<file path="src/rtl/demux_1a2.sv">
// demux_1a2: splits one BW-bit stream into two lanes, each with a 2-entry FIFO.
// Optional macro DEMUX_EXT_SEL_EN replaces the internal alternating select with an external `selector` port.
module demux_1a2 #(
  parameter int BW = 2
) (
  input  logic          clk,
  input  logic          reset_L,
`ifdef DEMUX_EXT_SEL_EN
  input  logic          selector,
`endif
  input  logic [BW-1:0] data_in,
  input  logic          valid_in,
  output logic          ready_in,
  output logic [BW-1:0] data_out0,
  output logic          valid_out0,
  input  logic          ready_out0,
  output logic [BW-1:0] data_out1,
  output logic          valid_out1,
  input  logic          ready_out1
);

  logic [BW-1:0] r_head [2];
  logic [BW-1:0] r_tail [2];
  logic [1:0]    r_cnt  [2];

  logic [BW-1:0] w_head_nxt [2];
  logic [BW-1:0] w_tail_nxt [2];
  logic [1:0]    w_cnt_nxt  [2];

  logic          w_sel;
  logic          w_accept;
  logic [1:0]    w_valid;
  logic [1:0]    w_push;
  logic [1:0]    w_pop;
  logic [1:0]    w_ready_out;
  logic [1:0]    w_sel_cnt;

`ifdef DEMUX_EXT_SEL_EN
  assign w_sel = selector;
`else
  logic r_sel;

  // Alternating lane select: toggles only when a word is actually taken.
  always_ff @(posedge clk) begin
    if (!reset_L) begin
      r_sel <= 1'b0;
    end else if (w_accept) begin
      r_sel <= ~r_sel;
    end else begin
      r_sel <= r_sel;
    end
  end

  assign w_sel = r_sel;
`endif

  // The selected lane must have room; a pop on that same lane does not count (no pass-through).
  assign w_sel_cnt   = w_sel ? r_cnt[1] : r_cnt[0];
  assign ready_in    = reset_L & (w_sel_cnt < 2'd2);
  assign w_accept    = valid_in & ready_in;

  assign w_valid     = {(r_cnt[1] != 2'd0), (r_cnt[0] != 2'd0)};
  assign w_ready_out = {ready_out1, ready_out0};
  assign w_push      = {w_accept & w_sel, w_accept & ~w_sel};
  assign w_pop       = w_valid & w_ready_out;

  // Per-lane FIFO next state; head is always entry 0, emptied slots read back as zero.
  always_comb begin
    for (int n = 0; n < 2; n++) begin
      w_head_nxt[n] = r_head[n];
      w_tail_nxt[n] = r_tail[n];
      w_cnt_nxt[n]  = r_cnt[n];
      case ({w_push[n], w_pop[n]})
        2'b10: begin
          if (r_cnt[n] == 2'd0) begin
            w_head_nxt[n] = data_in;
          end else begin
            w_tail_nxt[n] = data_in;
          end
          w_cnt_nxt[n] = r_cnt[n] + 2'd1;
        end
        2'b01: begin
          w_head_nxt[n] = r_tail[n];
          w_tail_nxt[n] = {BW{1'b0}};
          w_cnt_nxt[n]  = r_cnt[n] - 2'd1;
        end
        2'b11: begin
          if (r_cnt[n] == 2'd1) begin
            w_head_nxt[n] = data_in;
          end else begin
            w_head_nxt[n] = r_tail[n];
            w_tail_nxt[n] = data_in;
          end
        end
        default: begin
          w_cnt_nxt[n] = r_cnt[n];
        end
      endcase
    end
  end

  // Lane buffer registers with synchronous clear.
  always_ff @(posedge clk) begin
    if (!reset_L) begin
      for (int n = 0; n < 2; n++) begin
        r_head[n] <= {BW{1'b0}};
        r_tail[n] <= {BW{1'b0}};
        r_cnt[n]  <= 2'd0;
      end
    end else begin
      for (int n = 0; n < 2; n++) begin
        r_head[n] <= w_head_nxt[n];
        r_tail[n] <= w_tail_nxt[n];
        r_cnt[n]  <= w_cnt_nxt[n];
      end
    end
  end

  assign data_out0  = r_head[0];
  assign data_out1  = r_head[1];
  assign valid_out0 = w_valid[0];
  assign valid_out1 = w_valid[1];

endmodule
</file>
<file path="config.mk">
export PLATFORM = sky130hd
export DESIGN_NAME = demux_1a2
export DESIGN_NICKNAME = d
export VERILOG_FILES = /design/src/rtl/demux_1a2.sv
export SDC_FILE = /design/constraint.sdc
export NUM_CORES = 1
export LEC_CHECK = 0
export ABC_CLOCK_PERIOD_IN_PS = 2400
export CORE_AREA = 3 3 55 57
export DETAILED_ROUTE_END_ITERATION = 8
export DIE_AREA = 0 0 58 60
export GPL_TIMING_DRIVEN = 1
export SLEW_MARGIN = 5
export SYNTH_ARGS = -nofsm -noshare
export SYNTH_HDL_FRONTEND = slang
export SYNTH_SLANG_ARGS = --single-unit
</file>
<file path="constraint.sdc">
create_clock -name clk -period 2.4 [get_ports clk]
set_clock_uncertainty 0.2 [all_clocks]
set_input_delay 0.48 -clock clk [delete_from_list [all_inputs] [get_ports clk]]
set_output_delay 0.48 -clock clk [all_outputs]
set_load 0.005 [all_outputs]
</file>
==> impl_summary.log <==
INFO  metric synthDistinctLibCells = 28
INFO  metric tritoncts.num_buffers = 3
INFO  metric post_synthesis_register_bit_count = 13
INFO  metric drv_slew = 0
INFO  metric timing.rr.end = r_tail[0][2]
INFO  metric synth_top_area_share = 29.1%
INFO  metric cap_viol_max_count = 0
INFO  metric startpoint_type = flop
INFO  metric grt_usage = 12.0%
INFO  metric drtIter0Drc = 20
INFO  metric synth_nets = 116
INFO  metric final_tns_setup = 0 ns
INFO  metric setup_repair_after_global_routing_missed_its_margin = no
INFO  metric syn2layout_area_growth = 27.8%
INFO  metric fillerInstances = 258
INFO  metric synth-edff-count = 0
INFO  metric worst_hold_startpoint = r_tail[0][3]
INFO  metric dieArea = 0.00348 mm²
INFO  metric final_core_util = 45.3%
INFO  metric cts_htree_levels = 1
INFO  metric final_cell_count_no_fill = 151
INFO  metric netlist_area = 895 µm²
INFO  metric area.sequential = 260 µm²
INFO  metric num_io_pins = 14
INFO  metric maxSlewHeadroom = 71.9%
INFO  metric tritoncts = yes
INFO  metric grt_pass1_wl = 3180 µm
INFO  metric worst_pin_slew = 0.421 ns
INFO  metric yosys_warnings = 0
INFO  metric core.rowCount = 18
INFO  metric postRouteWirelength = 1890 µm
INFO  metric power.density = 1100 mW/mm²
INFO  metric final.setup.worst_slack = 0.114 ns
INFO  metric cts.sinks = 13
INFO  metric place.gp.congestion = 0.817
INFO  metric dpl_cell_area = 0.00112 mm²
INFO  metric synth_commonest_cells = 13 x dfxtp_1, 12 x ha_1, 9 x inv_1
INFO  metric clock_insertion_delay_worst_skew = 0.28 ns
INFO  metric hold_buffers = 0
INFO  metric timing.critical_path.to_type = output port
INFO  metric multi_input_comb_area = 584 µm²
INFO  metric report.final.hold_viol_count = 0
INFO  metric required_time_reported_for_the_critical_path_endpoint = 1.72 ns
INFO  metric status = finished, final reports clean
INFO  metric vias_per_cell = 4.99
INFO  metric wire_per_inst = 12.5 µm
INFO  metric power.ir.vdd_worst = 571 µV
INFO  metric worst_setup_timing_slack_at_the_placement_stage = -0.0272 ns
INFO  metric worst_r2r_path_depth = 8
INFO  metric finished_layout_cell_area = 0.00114 mm²
INFO  metric grt_start_max_net_pins = 14
INFO  metric fp.dieW = 58 µm
INFO  metric design.core.area = 0.00252 mm²
INFO  metric antenna_violating_nets_post_route = 0
INFO  metric worst-r2r-setup-slack = 0.29 ns
INFO  metric cts.root.buffer_cell = clkbuf_4
INFO  metric portBuffers = 13
INFO  metric die_height = 60 µm
INFO  metric worst_path_arrival_time = 1.61 ns
INFO  metric synth.most_common_cell = dfxtp_1
INFO  metric postSynthCellCount = 97
INFO  metric period_needed = 2.29 ns
INFO  metric synth_async_sr_flop_share = 0%
INFO  metric synth_area_per_cell = 9.22 µm²
INFO  metric netlist_top_cells_area = dfxtp_1 29%, ha_1 17%, a211oi_1 5.0%
INFO  metric report.final.setup_viol = 0
INFO  metric layout_worst_path_cycle_share = 95.3%
INFO  metric global_route.overflow_total = 0
INFO  metric post-cts-setup-buffer-count = 0
INFO  metric ys_seq_area_share = 29.1%
INFO  metric worst_setup_path_startpoint = r_cnt[0][3]
INFO  metric worst-path-max-fanout = 5
INFO  metric post_cts_resized = 1
INFO  metric drc = 0
INFO  metric dpl_cells = 147
INFO  metric post_route_cells_drive_above_1_share = 15.7%
INFO  metric initial_core_util = 35.5%
INFO  metric worst_r2r_startpoint = r_cnt[0][3]
INFO  metric cts.reportedPaths.clkPinSlew = 0.09 ns
INFO  metric number_of_antenna_violations_at_the_first_check_in_global_routing = 0
INFO  metric antenna-diode-count = 0
INFO  metric design.final.nets = 141
INFO  metric start_to_end_type_of_the_worst_setup_path = reg -> out
INFO  metric cts_max_path_buffers = 2
INFO  metric first_global_vias = 741
INFO  metric num_vias = 754
INFO  metric holdCritPathClass = reg -> reg
INFO  metric setup.worst_path.end = valid_out1
INFO  metric postSynth.topFlopCell = dfxtp_1
INFO  metric hpwlAfterDp = 1470 µm
INFO  metric synth.largest_area_cell = dfxtp_1
INFO  metric cellLeakagePower = 0.483 nW
INFO  metric maxClockFrequency = 437 MHz
INFO  metric drt_pre_antenna_iters = 4
[report_power, final]
| group | leakage (nW) | internal, mW | switching (mW) | total [mW] |
|---|---|---|---|---|
| Sequential | 0.107 | 0.295 | 0.0566 | 0.352 |
| Clock | 0.0150 | 0.0645 | 0.0801 | 0.145 |
| Combinational | 0.362 | 0.404 | 0.359 | 0.763 |
[area by class of cell]
cell class | count | area share, %
inverters | 12 | 4.05
multi-input cells | 71 | 51.1
flip-flops and latches | 13 | 22.8
repair buffers | 21 | 16.5
clock buffers | 4 | 2.30
well taps | 30 | 3.28
[how the worst min path moves through the flow]
| stage | cells after the start | endpoint | slack (ns) |
|---|---|---|---|
| 6_report | 2 | r_tail[0][3] | 0.27 |
| 5_1_grt | 2 | r_tail[0][0] | 0.31 |
| 4_1_cts | 2 | r_tail[0][2] | 0.28 |
| 3_5_place_dp | 2 | r_tail[0][2] | 0.26 |
| 3_3_place_gp | 2 | r_tail[0][3] | 0.26 |
| 2_1_floorplan | 2 | r_tail[0][2] | 0.25 |
[worst max-delay path: stages, from the launching register on]
cell and delay [ns]:
dfxtp_1 0.38, inv_1 0.09, ha_1 0.26, inv_1 0.09, clkdlybuf4s50_1 0.50
[layout by cell type, fill, tap and decap left out]
| master | count |
|---|---|
| nor2b_1 | 2 |
| clkdlybuf4s50_1 | 12 |
| a311oi_1 | 5 |
| dfxtp_1 | 13 |
| inv_2 | 2 |
| xor2_1 | 1 |
| dlygate4sd2_1 | 1 |
| nand4bb_4 | 1 |
| mux2_1 | 1 |
| nand2b_1 | 2 |
| nand2_1 | 3 |
| nand4_1 | 2 |
| nor2_1 | 4 |
| o211ai_1 | 4 |
| nand3b_1 | 2 |
| ha_1 | 12 |
| a211oi_1 | 6 |
| xnor2_1 | 2 |
| nand4b_2 | 1 |
| buf_4 | 8 |
| o21ai_0 | 6 |
| a21oi_1 | 6 |
| o21ai_1 | 3 |
| nand2b_4 | 2 |
| clkbuf_4 | 3 |
| o211a_1 | 1 |
| clkinv_2 | 1 |
| inv_1 | 9 |
| a221oi_2 | 1 |
| mux2i_1 | 1 |
| clkbuf_1 | 1 |
| and2_1 | 3 |
[kinds of logic (layout without fill, tap and decap cells)]
kind of cell	count (synthesis)	count (layout)	share of synthesized area (%)
fa+ha+maj	12	12	16.8
compound gates	32	32	24.5
mux	2	2	2.38
flops	13	13	29.1
buf+inv	13	37	5.59
simple gates	22	22	18.7
xor+xnor	3	3	2.94
[state kept, by name, indices dropped and copies added (netlist names)]
register  flops
r_sel         1
r_head        4
r_cnt         4
r_tail        4
[routing by layer]
layer | part of all wire [%] | global-route usage, % | routed length [µm] | vias up
li1 | - | - | - | 402
met5 | 0 | 0 | 0 | -
met3 | 2.4 | 1.94 | 45 | 4
met2 | 47 | 19.4 | 883 | 13
met1 | 49 | 14.9 | 926 | 335
met4 | 2.0 | 7.62 | 38 | 0
[stage by stage]
step | hold slack, ns | power [mW]
after global placement | 0.259 | 1.10
after floorplan | 0.247 | 0.839
after global routing | 0.307 | 1.37
after CTS | 0.279 | 1.27
final | 0.274 | 1.26
after detailed placement | 0.262 | 1.12
Power figures use the tool's default switching activity.
